File: src/rtl/change_dispenser.sv
// Serial change dispenser: pays a refund greedily one coin at a time over a
// request/acknowledge handshake with the hopper and tracks per-type inventory.
module change_dispenser #(
  parameter int TOTAL_BITS = 31,
  parameter int COIN_VAL0  = 100,
  parameter int COIN_VAL1  = 500,
  parameter int COIN_VAL2  = 1000,
  parameter int INV_BITS   = 8,
  parameter int INIT_INV   = 4
) (
  input  logic                  clk,
  input  logic                  reset_n,
  input  logic                  i_start,
  input  logic [TOTAL_BITS-1:0] i_amount,
  input  logic [2:0]            i_refill,
  input  logic                  i_coin_ack,
  output logic [2:0]            o_coin,
  output logic                  o_busy,
  output logic                  o_done,
  output logic                  o_short,
  output logic [TOTAL_BITS-1:0] o_remainder,
  output logic [INV_BITS-1:0]   o_inv0,
  output logic [INV_BITS-1:0]   o_inv1,
  output logic [INV_BITS-1:0]   o_inv2
);

  localparam logic [TOTAL_BITS-1:0] VAL0 = TOTAL_BITS'(COIN_VAL0);
  localparam logic [TOTAL_BITS-1:0] VAL1 = TOTAL_BITS'(COIN_VAL1);
  localparam logic [TOTAL_BITS-1:0] VAL2 = TOTAL_BITS'(COIN_VAL2);
  localparam logic [INV_BITS-1:0]   INV_MAX   = {INV_BITS{1'b1}};
  localparam logic [INV_BITS-1:0]   INV_RESET = INV_BITS'(INIT_INV);

  typedef enum logic [1:0] {
    IDLE,
    SELECT,
    DISPENSE,
    DONE
  } state_t;

  state_t                        state, state_next;
  logic [TOTAL_BITS-1:0]         remaining, remaining_next;
  logic [2:0]                    sel, sel_next;
  logic [2:0][INV_BITS-1:0]      inv, inv_next;
  logic [2:0]                    can_pay;
  logic [2:0]                    pick;
  logic [TOTAL_BITS-1:0]         sel_val;
  logic                          ack_fire;

  // A type is payable only if it fits in what is left and is in stock.
  assign can_pay[0] = (remaining >= VAL0) && (inv[0] != '0);
  assign can_pay[1] = (remaining >= VAL1) && (inv[1] != '0);
  assign can_pay[2] = (remaining >= VAL2) && (inv[2] != '0);

  assign pick = can_pay[2] ? 3'b100 :
                can_pay[1] ? 3'b010 :
                can_pay[0] ? 3'b001 : 3'b000;

  assign sel_val  = sel[2] ? VAL2 : (sel[1] ? VAL1 : VAL0);
  assign ack_fire = (state == DISPENSE) && i_coin_ack;

  always_comb begin
    state_next     = state;
    remaining_next = remaining;
    sel_next       = sel;
    case (state)
      IDLE: begin
        if (i_start) begin
          remaining_next = i_amount;
          state_next     = SELECT;
        end
      end
      SELECT: begin
        if (pick != 3'b000) begin
          sel_next   = pick;
          state_next = DISPENSE;
        end else begin
          state_next = DONE;
        end
      end
      DISPENSE: begin
        if (i_coin_ack) begin
          remaining_next = remaining - sel_val;
          sel_next       = 3'b000;
          state_next     = SELECT;
        end
      end
      DONE: begin
        state_next = IDLE;
      end
      default: begin
        state_next = IDLE;
      end
    endcase
  end

  // A refill and a release of the same type in one cycle cancel each other.
  always_comb begin
    inv_next = inv;
    for (int k = 0; k < 3; k++) begin
      case ({i_refill[k], ack_fire && sel[k]})
        2'b10: begin
          if (inv[k] != INV_MAX) begin
            inv_next[k] = inv[k] + 1'b1;
          end
        end
        2'b01: begin
          inv_next[k] = inv[k] - 1'b1;
        end
        default: begin
          inv_next[k] = inv[k];
        end
      endcase
    end
  end

  always_ff @(posedge clk or negedge reset_n) begin
    if (!reset_n) begin
      state     <= IDLE;
      remaining <= '0;
      sel       <= 3'b000;
      inv       <= {3{INV_RESET}};
    end else begin
      state     <= state_next;
      remaining <= remaining_next;
      sel       <= sel_next;
      inv       <= inv_next;
    end
  end

  // Outputs are computed from next-state values so they line up with the state.
  always_ff @(posedge clk or negedge reset_n) begin
    if (!reset_n) begin
      o_coin      <= 3'b000;
      o_busy      <= 1'b0;
      o_done      <= 1'b0;
      o_short     <= 1'b0;
      o_remainder <= '0;
    end else begin
      o_coin <= (state_next == DISPENSE) ? sel_next : 3'b000;
      o_busy <= (state_next != IDLE);
      o_done <= (state_next == DONE);
      if (state_next == DONE) begin
        o_remainder <= remaining_next;
        o_short     <= (remaining_next != '0);
      end
    end
  end

  assign o_inv0 = inv[0];
  assign o_inv1 = inv[1];
  assign o_inv2 = inv[2];

endmodule
File: config.mk
export PLATFORM = sky130hd
export DESIGN_NAME = change_dispenser
export DESIGN_NICKNAME = d
export VERILOG_FILES = /design/src/rtl/change_dispenser.sv
export SDC_FILE = /design/constraint.sdc
export NUM_CORES = 1
export LEC_CHECK = 0
export CAP_MARGIN = 5
export CORE_MARGIN = 10
export CORE_UTILIZATION = 44
export CTS_CLUSTER_SIZE = 16
export DETAILED_ROUTE_END_ITERATION = 16
export HOLD_SLACK_MARGIN = 0.02
export PLACE_DENSITY_LB_ADDON = 0.25
export SLEW_MARGIN = 15
export SYNTH_ARGS = -nofsm -noshare
export SYNTH_HDL_FRONTEND = slang
export SYNTH_SLANG_ARGS = --single-unit
File: constraint.sdc
create_clock -name clk -period 7.3 [get_ports clk]
set_input_delay 2.19 -clock clk [delete_from_list [all_inputs] [get_ports clk]]
set_output_delay 2.19 -clock clk [all_outputs]
set_load 0.02 [all_outputs]
# Word-level counts from Yosys, hierarchy flattened
# Index checks and enable logic that the tools add are counted.
# classes
add_sub_neg	7
order_cmp	3
eq_ne	17
mux	22
reduce_logical	20
# ops
op	count
$mux W31	2
$pmux W31 S2	1
$pmux W8 S2	3
$ge A31 B10 Y1 const B	1
$ge A31 B7 Y1 const B	1
$ge A31 B9 Y1 const B	1
$reduce_bool A31 Y1	1
$sub A31 B10 Y31	1
$add A8 B1 Y8 const B	3
$mux W8	3
$ne A8 B8 Y1 const B	3
$reduce_bool A8 Y1	3
$sub A8 B1 Y8 const B	3
$eq A2 B2 Y1 const B	7
$mux W3	4
$mux W10	1
$mux W9	1
$eq A2 B1 Y1 const B	4
$pmux W2 S4	1
$reduce_bool A2 Y1	4
$logic_and A1 B1 Y1	7
$mux W2	3
$ne A2 B2 Y1 const B	3
$pmux W3 S2	1
other kinds (4)	7
# word_totals
reg_bits	97
in_bits	38
out_inout_bits	61
wordCells	80

# Depth between registers and ports, before layout
# logic_depth
word_depth	10
mapped_depth	17

# Least setup slack after synthesis
# OpenSTA, ideal clock, no wires.
# synth_timing
path_type	input-to-reg
startpoint	input i_coin_ack
endpoint	register inv (netlist bit o_inv2[7])
arrival_time_ns	4.564
required_ns	7.220
path_slack_ns	2.656
cell_stages	13
n_path_buf	1
cell_sequence	clkbuf_1 > nand2_1 > or3_1 > inv_1 > ha_1 > a21o_1 > a21oi_1 > o21bai_1 > a21oi_1 > o21bai_1 > a21oi_1 > mux2i_1 > xor2_1
# synth_between
elab_chain_len	5
word_cells_on_any_way	8
# synth_lines
element	line	source
from (decl)	16	input logic i_coin_ack,
$logic_and A1 B1 Y1 (*)	59	assign ack_fire = (state == DISPENSE) && i_coin_ack;
$logic_and A1 B1 Y1 (*)	100	case ({i_refill[k], ack_fire && sel[k]})
$eq A2 B2 Y1 or $eq A2 B1 Y1 (tied branches)	100	
$ne A2 B2 Y1 (no line) or $reduce_bool A2 Y1 (tied branches)	-	
$reduce_and A2 Y1 (no line)	-	
to (signal assigned)	121	inv <= {3{INV_RESET}};
to (signal assigned)	126	inv <= inv_next;
to (decl)	43	logic [2:0][INV_BITS-1:0] inv, inv_next;
# Mark *: on every way between the ends. The rest lies on a longest branch, timed or not.
# A chain may end at the register's enable or synchronous reset.

# Worst setup path after layout
# layout_timing
startpoint	input i_start
endpoint	register o_short
# layout_between
elab_chain_len	3
word_cells_on_any_way	6
# layout_lines
element	line	source
from (decl)	13	input logic i_start,
$mux W31 or $mux W2 (tied branches)	67	if (i_start) begin
$pmux W31 S2 or $pmux W2 S4 (tied branches)	65	case (state)
$reduce_bool A31 Y1 or $eq A2 B2 Y1 (tied branches)	144, 142	
to (signal assigned)	144	o_short <= (remaining_next != '0);
to (decl)	20	output logic o_short,
# Parallel ways exist; a longest one is shown, timed or not.

==> summary.txt <==
Logic synthesis
  – Synth cell types: 73
  – Seq/Total Area, Yosys: 38.84%
  – Cells after Synth: 634
  – Ys Warns: 0
  – Flops & latches, synth: 97
  – Async SR Flop Fraction: 100.0%
  – Synth top cells by count: dfrtp_1 (94), a21oi_1 (40), nand2_1 (40), inv_1 (39), o21ai_0 (39)
  – Top-count cell post-synth: dfrtp_1
  – Post-synth top area share: 37.58%
  – Synth Area per Inst: 9.873 µm²
  – Prevailing post-synth register cell: dfrtp_1
  – Net count after synthesis: about 700
  – EDFF count, synth: 0
  – Synth top area cells: dfrtp_1 (38%), mux2_2 (6.8%), ha_1 (5.0%)
  – Cell Area, Synth: 0.006260 mm²
  – Leading area contributor after synthesis: dfrtp_1

Routing
  – Drt total wl: 16720 µm
  – Final ANT Viol Nets: 0
  – First-pass iteration count of the detailed router: 5
  – DRC: 0
  – Vias per cell: 5.807
  – DR WL/cell: 18.57 µm
  – Routed vias: ~5200
  – Iteration-0 DRC Markers: 498

STA
  – Unrepaired setup endpoints after global routing: no
  – Part of the cycle the worst path needs: 80.16%
  – Crit path time final: 5852 ps
  – TNS Setup: 0 ps
  – Max frequency: 0.1709 GHz
  – Max Slew Vio Count: 0
  – Final Hold Slack: ~500 ps
  – Layout Skew: approximately 9.2 ps
  – Final setup vio count: 0
  – Fin. Hold Viols: 0
  – Relative slew slack: 32.92%
  – Worst-margin pin slew: 1006 ps

Floorplan
  – Die width: 139.3 µm
  – # IOs: 99
  – Core ar.: 0.01393 mm²
  – DIE AREA: 0.01940 mm²
  – Num rows: 43
  – Die Ht: about 140 µm
  – Initial Util: 44.92%

Placement
  – Hpwl dp: 12350 µm
  – Port Buf Inserts: 98
  – Gp weighted congestion: 0.9186

CTS
  – Hold_buf cts: 0
  – Post-cts sizing count: 0
  – CTS root buf: clkbuf_16
  – Clock sinks: 97
  – CTS tree: done
  – H-tree depth: 3
  – Clock transition at path regs: roughly 60 ps
  – Max clock buf depth: 2
  – Setup bufs post-CTS: 0
  – Cts bufs inserted: 9
  – Worst-Skew Late Latency: 350 ps

Pwr
  – Power Density: roughly 460 mW/mm²
  – Leakage: 3.225 nW
  – Worst ir drop on vdd: 0.0002142 V

GRT
  – Vias in the first global route: 5146
  – Initial antenna violation count: 0
  – First-pass GRT wire length: 27260 µm
  – Largest net degree at the start of global routing: 55
  – Grt ovf: 0
  – Gr usage total: between 10% and 20%

Setup path
  – Critical Path RT: 7490 ps
  – CP max FO: 16
  – Worst EP arrival: 6040 ps
  – Critical path class: in -> reg
  – Element type at the critical path start: primary input
  – Crit end category: flip-flop

Cells and area
  – Nets@finish: 782
  – Share of layout cells above drive strength 1: 13.19%
  – ANT cells: 0
  – Area Growth Syn to Fin: 21.77%

Worst hold path
  – Hold Path Class: reg -> reg

Run
  – Max_cap viols: 0

Status
  – Status: complete, no violations
## registers in the layout, summed over array words and instances, names as in the netlist, 2 cells and up
register and flops:
o_remainder 31, sel 3, remaining 31, o_inv0 8
o_inv1 8, state 2, o_inv2 8, o_coin 3
## placed cells by master (no fill, tap or decap), types with 3 or more instances in the layout
master	count
clkdlybuf4s50_1	97
xnor2_1	26
nand2_1	40
and2_1	4
dfstp_2	3
a22oi_1	18
mux2_4	17
o21bai_1	9
nand2b_1	5
ha_1	25
nand3_1	12
o21ai_0	39
fa_1	4
a21oi_1	40
nor2b_1	5
or3_1	5
buf_4	7
clkbuf_1	4
clkbuf_16	9
nand4_1	15
o211ai_1	11
a21o_1	7
inv_1	39
or2_2	3
nor3_1	9
dfrtp_1	94
mux2_2	38
a311oi_1	4
o21a_1	3
a31oi_1	5
clkbuf_8	3
nor4_1	14
a31o_2	3
nor2_1	36
mux2i_1	4
a22o_1	5
xor2_1	11
## through the flow
| stage | utilization, % | setup slack [ps] | total power, mW | area [µm²] | cells |
|---|---|---|---|---|---|
| global route | 54.70 | 1370 | 3.773 | 7622 | 900 |
| CTS | 54.70 | 1493 | 3.542 | 7622 | 900 |
| global placement | 52.68 | 1400 | 3.023 | 7341 | 884 |
| finish | 54.70 | 1448 | 3.529 | 7622 | 900 |
| floorplan | - | 2656 | 2.400 | 6260 | 634 |
| detailed placement | 52.68 | 1128 | 3.069 | 7341 | 884 |
## area by class of cell
cell class	instances	area (µm²)
Fill cell	1211	6312
Multi-Input combinational cell	463	3506
Sequential cell	97	2431
Timing Repair Buffer	104	1023
Clock buffer	16	281.5
Tap cell	180	225.2
Inverter	40	155.1
## report_power, final
part / total, mW / switching, mW / internal, mW
registers: 1.11 / 0.313 / 0.795
clock network: 0.458 / 0.198 / 0.260
logic: 1.96 / 1.07 / 0.896
total: 3.53 / 1.58 / 1.95
## routing by layer
| layer | global-route usage, % | part of all wire [%] |
|---|---|---|
| met1 | 22.65 | 46 |
| met2 | 25.44 | 45 |
| met3 | 4.253 | 7.2 |
| met4 | 5.107 | 1.3 |
| met5 | 0 | 0 |
## critical path, stage by stage
cell	delay [ps]
clkdlybuf4s50_1	1010
mux2_2	410
a222oi_1	370
nand4_1	140
nor4_1	400
nand4_1	160
or4_1	550
nor4_1	570
a41oi_2	220
## logic make-up after synthesis
kind of cell	share of synthesized area, %
simple gates	14.53
compound gates	18.21
flops	38.84
buf+inv	5.197
mux	11.77
xor+xnor	5.177
fa+ha+maj	6.276
## path summary, 6_finish.rpt
| check | startpoint | end | slack, ps | cells past startpoint |
|---|---|---|---|---|
| worst max-delay path | i_start | o_short | 1450 | 9 |
| worst min-delay path | o_remainder[0] | o_remainder[0] | 490 | 2 |
| max in group asynchronous | reset_n | o_done | 4360 | 2 |
| worst min register to register | o_remainder[0] | o_remainder[0] | 490 | 2 |
| worst max register to register | sel[2] | o_short | 2820 | 11 |
| min in group asynchronous | reset_n | o_inv1[5] | 1840 | 1 |
Note: power is estimated with default switching activity, not from simulation.
